`config.mk`:
```
export PLATFORM = sky130hd
export DESIGN_NAME = fpga_mode_sequencer
export DESIGN_NICKNAME = d
export VERILOG_FILES = /design/src/rtl/fpga_mode_sequencer.sv
export SDC_FILE = /design/constraint.sdc
export NUM_CORES = 1
export LEC_CHECK = 0
export ABC_AREA = 1
export BUFFER_PORTS_ARGS = -buffer_cell sky130_fd_sc_hd__buf_2
export CAP_MARGIN = 20
export CORE_MARGIN = 4
export CORE_UTILIZATION = 63
export CTS_CLUSTER_DIAMETER = 60
export DETAILED_ROUTE_END_ITERATION = 8
export PLACE_DENSITY = 0.9
export SLEW_MARGIN = 10
export SYNTH_ARGS = -nofsm -noshare
export SYNTH_HDL_FRONTEND = slang
export SYNTH_SLANG_ARGS = --single-unit
```
`constraint.sdc`:
```
create_clock -name ck_1356meg -period 4.2 [get_ports ck_1356meg]
set_input_delay 0.84 -clock ck_1356meg [delete_from_list [all_inputs] [get_ports ck_1356meg]]
set_output_delay 0.84 -clock ck_1356meg [all_outputs]
set_load 0.05 [all_outputs]
```
`src/rtl/fpga_mode_sequencer.sv`:
```
// fpga_mode_sequencer: SPI config decoder with guarded quiesce/switch/settle mode changes; FPGA_MODE_READBACK_EN adds miso readback
module fpga_mode_sequencer #(
    parameter int GUARD_CYCLES  = 16,
    parameter int SETTLE_CYCLES = 32
) (
    input  logic       ck_1356meg,
    input  logic       rst,
    input  logic       spcki,
    input  logic       mosi,
    input  logic       ncs,
    output logic       miso,
    output logic [7:0] conf_word,
    output logic [7:0] divisor,
    output logic       outputs_quiet,
    output logic       mode_valid,
    output logic [7:0] err_count
);
    localparam logic [1:0] IDLE = 2'd0, QUIESCE = 2'd1, SWITCH = 2'd2, SETTLE = 2'd3;
    localparam int CW = $clog2((GUARD_CYCLES > SETTLE_CYCLES ? GUARD_CYCLES : SETTLE_CYCLES) + 1);
    localparam logic [CW-1:0] GUARD_LD = CW'(GUARD_CYCLES - 1);
    localparam logic [CW-1:0] SETTLE_LD = CW'(SETTLE_CYCLES - 1);

    logic [2:0] sck_s, ncs_s;
    logic [1:0] mosi_s;
    logic [15:0] sr;
    logic [4:0] bcnt;
    logic [1:0] state, base, next_state;
    logic [CW-1:0] cnt;
    logic [7:0] target, pend;
    logic pend_v, pend_go, to_pend;
    logic sck_rise, ncs_rise, ncs_fall, frame_ok, set_conf, set_div, bad;

    // [1] is the synchronized level, [2] the previous level for edge detection; ncs idles high
    always_ff @(posedge ck_1356meg) begin
        if (rst) begin
            sck_s  <= 3'b000;
            ncs_s  <= 3'b111;
            mosi_s <= 2'b00;
        end else begin
            sck_s  <= {sck_s[1:0], spcki};
            ncs_s  <= {ncs_s[1:0], ncs};
            mosi_s <= {mosi_s[0], mosi};
        end
    end

    assign sck_rise = sck_s[1] & ~sck_s[2];
    assign ncs_rise = ncs_s[1] & ~ncs_s[2];
    assign ncs_fall = ~ncs_s[1] & ncs_s[2];
    assign frame_ok = ncs_rise && bcnt == 5'd16;
    assign set_conf = frame_ok && sr[15:12] == 4'd1;
    assign set_div  = frame_ok && sr[15:12] == 4'd2;
    assign bad      = ncs_rise && !(set_conf || set_div);

    always_ff @(posedge ck_1356meg) begin
        if (rst) begin
            sr   <= '0;
            bcnt <= '0;
        end else if (ncs_fall) begin
            bcnt <= '0;
        end else if (!ncs_s[1] && sck_rise) begin
            sr   <= {sr[14:0], mosi_s[1]};
            bcnt <= bcnt + {4'd0, ~&bcnt};
        end
    end

    // a strobe coinciding with a transition is judged against the state being entered
    always_comb begin
        pend_go    = pend_v && pend != conf_word;
        base       = state == QUIESCE ? (cnt == '0 ? SWITCH : QUIESCE) :
                     state == SWITCH  ? SETTLE :
                     state == SETTLE  ? (cnt == '0 ? (pend_go ? QUIESCE : IDLE) : SETTLE) : IDLE;
        next_state = (set_conf && base == IDLE && sr[7:0] != conf_word) ? QUIESCE : base;
        to_pend    = set_conf && (next_state == SWITCH || next_state == SETTLE);
    end

    always_ff @(posedge ck_1356meg) begin
        if (rst) begin
            state     <= SETTLE;
            cnt       <= SETTLE_LD;
            target    <= '0;
            pend      <= '0;
            pend_v    <= 1'b0;
            conf_word <= '0;
            divisor   <= 8'd95;
            err_count <= '0;
        end else begin
            state <= next_state;
            cnt   <= (next_state == QUIESCE && state != QUIESCE) ? GUARD_LD :
                     (next_state == SETTLE && state != SETTLE) ? SETTLE_LD : cnt - CW'(cnt != '0);
            if (set_conf && next_state == QUIESCE)
                target <= sr[7:0];
            else if (state == SETTLE && next_state == QUIESCE)
                target <= pend;
            if (to_pend)
                pend <= sr[7:0];
            pend_v <= to_pend || (pend_v && !(state == SETTLE && next_state != SETTLE));
            if (state == SWITCH)
                conf_word <= target;
            if (set_div)
                divisor <= sr[7:0];
            err_count <= err_count + {7'd0, bad && err_count != 8'hFF};
        end
    end

    assign outputs_quiet = state != IDLE;
    assign mode_valid    = ~outputs_quiet;

`ifdef FPGA_MODE_READBACK_EN
    logic [15:0] rb;
    logic sck_fall;
    assign sck_fall = ~sck_s[1] & sck_s[2];
    always_ff @(posedge ck_1356meg) begin
        if (rst)
            rb <= '0;
        else if (ncs_fall)
            rb <= {8'h10, conf_word};
        else if (!ncs_s[1] && sck_fall)
            rb <= {rb[14:0], 1'b0};
    end
    assign miso = rb[15];
`else
    assign miso = 1'b0;
`endif
endmodule

```
* Yosys cells after proc, flatten, opt, wreduce, memory -nomap -nowiden
Cells that the tools add are included.
Storage, ports and cells: logic and storage cells 83, input bits 5, flip-flop bits (word level) 78
Operators by class: multiplexer cells 11, bitwise operators 8, reduce and logical (&&, ||, !) cells 32, add/subtract/negate cells 3, equal/unequal tests 15
Operator list (number):
- 1-bit logical AND | 16
- 8-bit 2-to-1 mux | 2
- 8-bit != test | 2
- 2-bit 2-to-1 mux | 6
- 5-bit 2-to-1 mux | 2
- 8-bit by 1-bit adder with 8-bit output | 1
- 2-bit == test (second input constant) | 4
- 8-bit != test (second input constant) | 1
- 6-bit zero test | 1
- 6-bit nonzero test | 1
- 6-bit by 1-bit subtractor with 6-bit output | 1
- 5-bit by 1-bit adder with 5-bit output | 1
- 5-bit == test (second input constant) | 1
- 1-bit inverter | 5
- 5-bit AND reduction | 1
- 2-bit by 1-bit == test with 1-bit output (second input constant) | 2
- 4-bit by 1-bit == test with 1-bit output (second input constant) | 1
- 4-bit by 2-bit == test with 1-bit output (second input constant) | 1
- 1-bit zero test | 4
- 2-bit != test (second input constant) | 2
- 2-bit nonzero test | 2
- 1-bit bitwise AND | 3
- 1-bit logical OR | 3
- 3-bit OR reduction | 1
- other kinds (5) | 5

* Longest topological paths before layout
word-level depth 16, mapped depth 15, depth with buffers taken out 15

* Least setup slack after synthesis
OpenSTA, ideal clock, no wires.
path type register -> output, start register state[0], end output port outputs_quiet, stages on the path, launching flop included 3, buffers on the path 0, arrival time 1477 ps, slack 1883 ps, cell sequence dfxtp_1 > nor2_1 > inv_1
On the way: cells in the longest elaborated chain, start to end 1
Ends and longest elaborated chain:
- start, declared | line 27 | logic [1:0] state, base, next_state;
- start signal, assigned | line 87 | state <= next_state;
- 2-bit nonzero test | line 105 | assign outputs_quiet = state != IDLE;
- end, declared | line 14 | output logic outputs_quiet,
Every way passes these cells.

* Worst setup path in the final report
start register bcnt[1], end register err_count[7]
On the way: cells in the longest elaborated chain, start to end 8, elaborated cells between the ends (all ways) 9, classes of those cells add/sub: 1; eq/ne: 1; reduce/logical: 7
Ends and longest elaborated chain:
- start, declared | line 26 | logic [4:0] bcnt;
- start signal, assigned | line 62 | bcnt <= bcnt + {4'd0, ~&bcnt};
- 5-bit == test (*) | line 49 | assign frame_ok = ncs_rise && bcnt == 5'd16;
- 1-bit logical AND (*) | line 49
- 1-bit logical AND, on equally long branches | line 50, 51
- 1-bit logical OR (*) | line 52 | assign bad = ncs_rise && !(set_conf || set_div);
- 1-bit zero test (*) | line 52
- 1-bit logical AND (*) | line 52
- 1-bit logical AND (*) | line 101 | err_count <= err_count + {7'd0, bad && err_count != 8'hFF};
- 8-bit by 1-bit adder with 8-bit output (*) | line 101
- end signal, assigned | line 101
- end, declared | line 16 | output logic [7:0] err_count
Every way passes the cells marked *; elsewhere a longest branch is shown, timed or not. A chain may end at the register's enable or synchronous reset.

==> summary.txt <==
Outcome
  • Status: complete, no violations

Logic synthesis
  • Post-synth design cell area: 3329 sq um
  • Post-synth ARST share: 0
  • Top post-synthesis cells by count: dfxtp_1, nand2_1, inv_1
  • Leading post-synthesis cells by cell area: dfxtp_1, nand2_1, a21oi_1, o21ai_0, inv_1
  • Mapped Cells: 434
  • Avg Inst Size Synth: 7.672 sq um
  • Seq/Total Area, Yosys: 0.4690
  • Synth top area share: 0.4690
  • Yosys top cell by area: dfxtp_1
  • Register bit total from synthesis: 78
  • Mapped Nets: 445
  • Synth Warn #: 0
  • Most common cell in the netlist: dfxtp_1
  • Top_reg_cell synth: dfxtp_1
  • EDFF count, synth: 0
  • Distinct cells, synth: 37

Finish
  • P&R area growth vs syn: 12.51%
  • NumNets Final: 470
  • Fillers: 383
  • Flip-flop and latch area: 1562 sq um
  • ANT cells: 0
  • Fin cells: 533
  • Multi-input gate area: 1480 sq um
  • Fraction of final layout cells sized beyond drive strength 1: 0.1382

STA
  • Slew headroom: 0.6305
  • Tightest Pin Transition: 552.9 ps
  • Fmax: 422.1 MHz
  • Min Tclk post-route: 2369 ps
  • Final Hold Viols: 0
  • Tcrit/Tclk final: 0.5641
  • Setup TNS: 0 ps
  • Final Skew: 6.344 ps
  • Final setup vio count: 0
  • Setup ws final: 1831 ps
  • RSZ-0062 raised after global routing: false
  • Max Slew Vio Count: 0

Clock tree
  • Num CTS Buffers: 9
  • Worst-Skew Late Latency: 350 ps
  • CTS tree: built
  • Post-CTS Setup Bufs: 0
  • H-Tree Depth: 3
  • # resized after CTS: 0
  • Longest Clk Path Bufs: 2
  • CTS Sinks: 78
  • Root buffer cell: clkbuf_8
  • Hold_buf cts: 0
  • Clk pin slew, worst setup/hold paths: 70 ps

Drt
  • Post-route ant nets: 0
  • 1st-iter DRT viols: 331
  • Drt total wl: 7338 um
  • Drc violations: 0
  • Routed wire per std cell: 13.77 um
  • DRT Pass-1 Iters: 5
  • Total number of vias: 2913
  • Via-to-Cell Ratio: 5.465

Setup path
  • Worst path arrival time: 2650 ps
  • Worst-path maximum fanout: 7
  • Element type at the critical path end: flip-flop
  • CP Class: reg2reg
  • Worst endpoint required time: 4480 ps
  • Startpoint Class: flip-flop

Global routing
  • Number of antenna violations at the first check in global routing: 0
  • Vias in the first global route: 2768
  • Largest net degree at the start of global routing: 51
  • Total gr overflow: 0
  • Tot GR Track Use: 0.2433
  • Global-route wire length before repair: 12180 um

Power
  • P per Cell Area: 388.1 nW/um^2
  • P_leak: 0.001704 uW
  • VDD IR-drop max: 0.0002572 V

Place
  • GP Congestion: 0.8561
  • Post-Place Cells: 517
  • Port bufs: 30
  • Post-Place Setup Slack: 1679 ps
  • Final HPWL DP: 4843 um

Floorplanning
  • Core area: 5107 sq um
  • Die H: 80.70 um
  • Die area: 6512 sq um
  • Row cnt: 26
  • Die width: 80.70 um
  • IO Pins: 32
  • Initial core utilization: 0.6519

Hold path
  • Hold Crit Class: reg2reg

Run
  • Max Cap Viol: 0
[registers in the layout, summed over array words and instances (netlist names), 5 cells and up]
register,count
bcnt,5
cnt,6
conf_word,8
divisor,8
err_count,8
pend,8
sr,16
target,8
[cell families (layout without fill, tap and decap cells)]
logic type | Yosys count | in the layout | synth area share
flops | 78 | 78 | 0.4690
xor+xnor | 13 | 13 | 0.03420
compound gates | 97 | 97 | 0.1522
buf+inv | 70 | 99 | 0.08643
simple gates | 169 | 169 | 0.2345
other cells | 1 | 1 | 0.001126
fa+ha+maj | 6 | 6 | 0.02255
[report_power, final]
part	switching, uW	total (uW)	internal [uW]
combinational	24.6	36.7	12.2
clock	261	668	407
sequential	3.32	749	745
[worst max-delay path, stage by stage, from the launching register on]
cell and delay, ps:
dfxtp_1 390, inv_1 70, nand3_1 120, nor4_2 70, and2_1 220, a2111oi_0 460, ha_1 260, nand3_1 120
nor2_1 190, nand2_1 70, nor2_1 130, o21ai_0 90, a21oi_1 110
[placed cells by master, fill, tap and decap left out, types with 2 or more instances in the layout]
cell type / Yosys / final
nor2_2: 3 / 3
xnor2_1: 4 / 4
inv_1: 49 / 48
clkinv_1: 1 / 2
buf_2: 5 / 30
nand2_1: 76 / 76
o21ai_0: 42 / 42
a21oi_1: 46 / 46
nor2_1: 46 / 46
ha_1: 6 / 6
or2_2: 3 / 3
clkbuf_8: 0 / 10
nor3_1: 4 / 4
nand2_4: 2 / 2
o211ai_1: 6 / 6
nand2_2: 2 / 2
dfxtp_1: 78 / 78
nand3_1: 12 / 12
nand4_1: 11 / 11
xor2_1: 9 / 9
bufinv_16: 0 / 3
inv_2: 2 / 2
[metal layers]
| layer | vias up | global-route usage | part of all wire |
|---|---|---|---|
| li1 | 1455 | - | - |
| met1 | 1307 | 0.2892 | 0.43 |
| met2 | 129 | 0.4065 | 0.47 |
| met3 | 22 | 0.04821 | 0.066 |
| met4 | 0 | 0.1385 | 0.030 |
| met5 | - | 0 | 0 |
[final timing paths]
path	start	endpoint	cells past startpoint	slack [ps]
setup / recovery	bcnt[1]$_SDFFE_PP0P_	err_count[7]$_SDFF_PP0_	12	1830
hold / removal	sck_s[0]$_SDFF_PP0_	sck_s[1]$_SDFF_PP0_	2	410
setup reg to reg	bcnt[1]$_SDFFE_PP0P_	err_count[7]$_SDFF_PP0_	12	1830
hold reg to reg	sck_s[0]$_SDFF_PP0_	sck_s[1]$_SDFF_PP0_	2	410
[final cells by class]
class | count | share of cell area
Clock buffer | 11 | 0.03774
Clock inverter | 4 | 0.02538
Inverter | 52 | 0.05210
Multi-Input combinational cell | 286 | 0.3951
Sequential cell | 78 | 0.4168
Tap cell | 70 | 0.02338
Timing Repair Buffer | 32 | 0.04943
[per-stage QoR]
| stage | util | instance area [sq um] | hold WS [ps] | power (uW) |
|---|---|---|---|---|
| finish | 0.7335 | 3746 | 407.8 | 1454 |
| global route | 0.7335 | 3746 | 419.6 | 1497 |
| CTS | 0.7281 | 3719 | 411.9 | 1454 |
| detailed placement | 0.6818 | 3482 | 398.5 | 799.3 |
| global placement | 0.6818 | 3482 | 390.8 | 797.2 |
| floorplan | - | 3329 | 388.3 | 792.4 |
No activity file was read; power rests on OpenSTA's default activity.
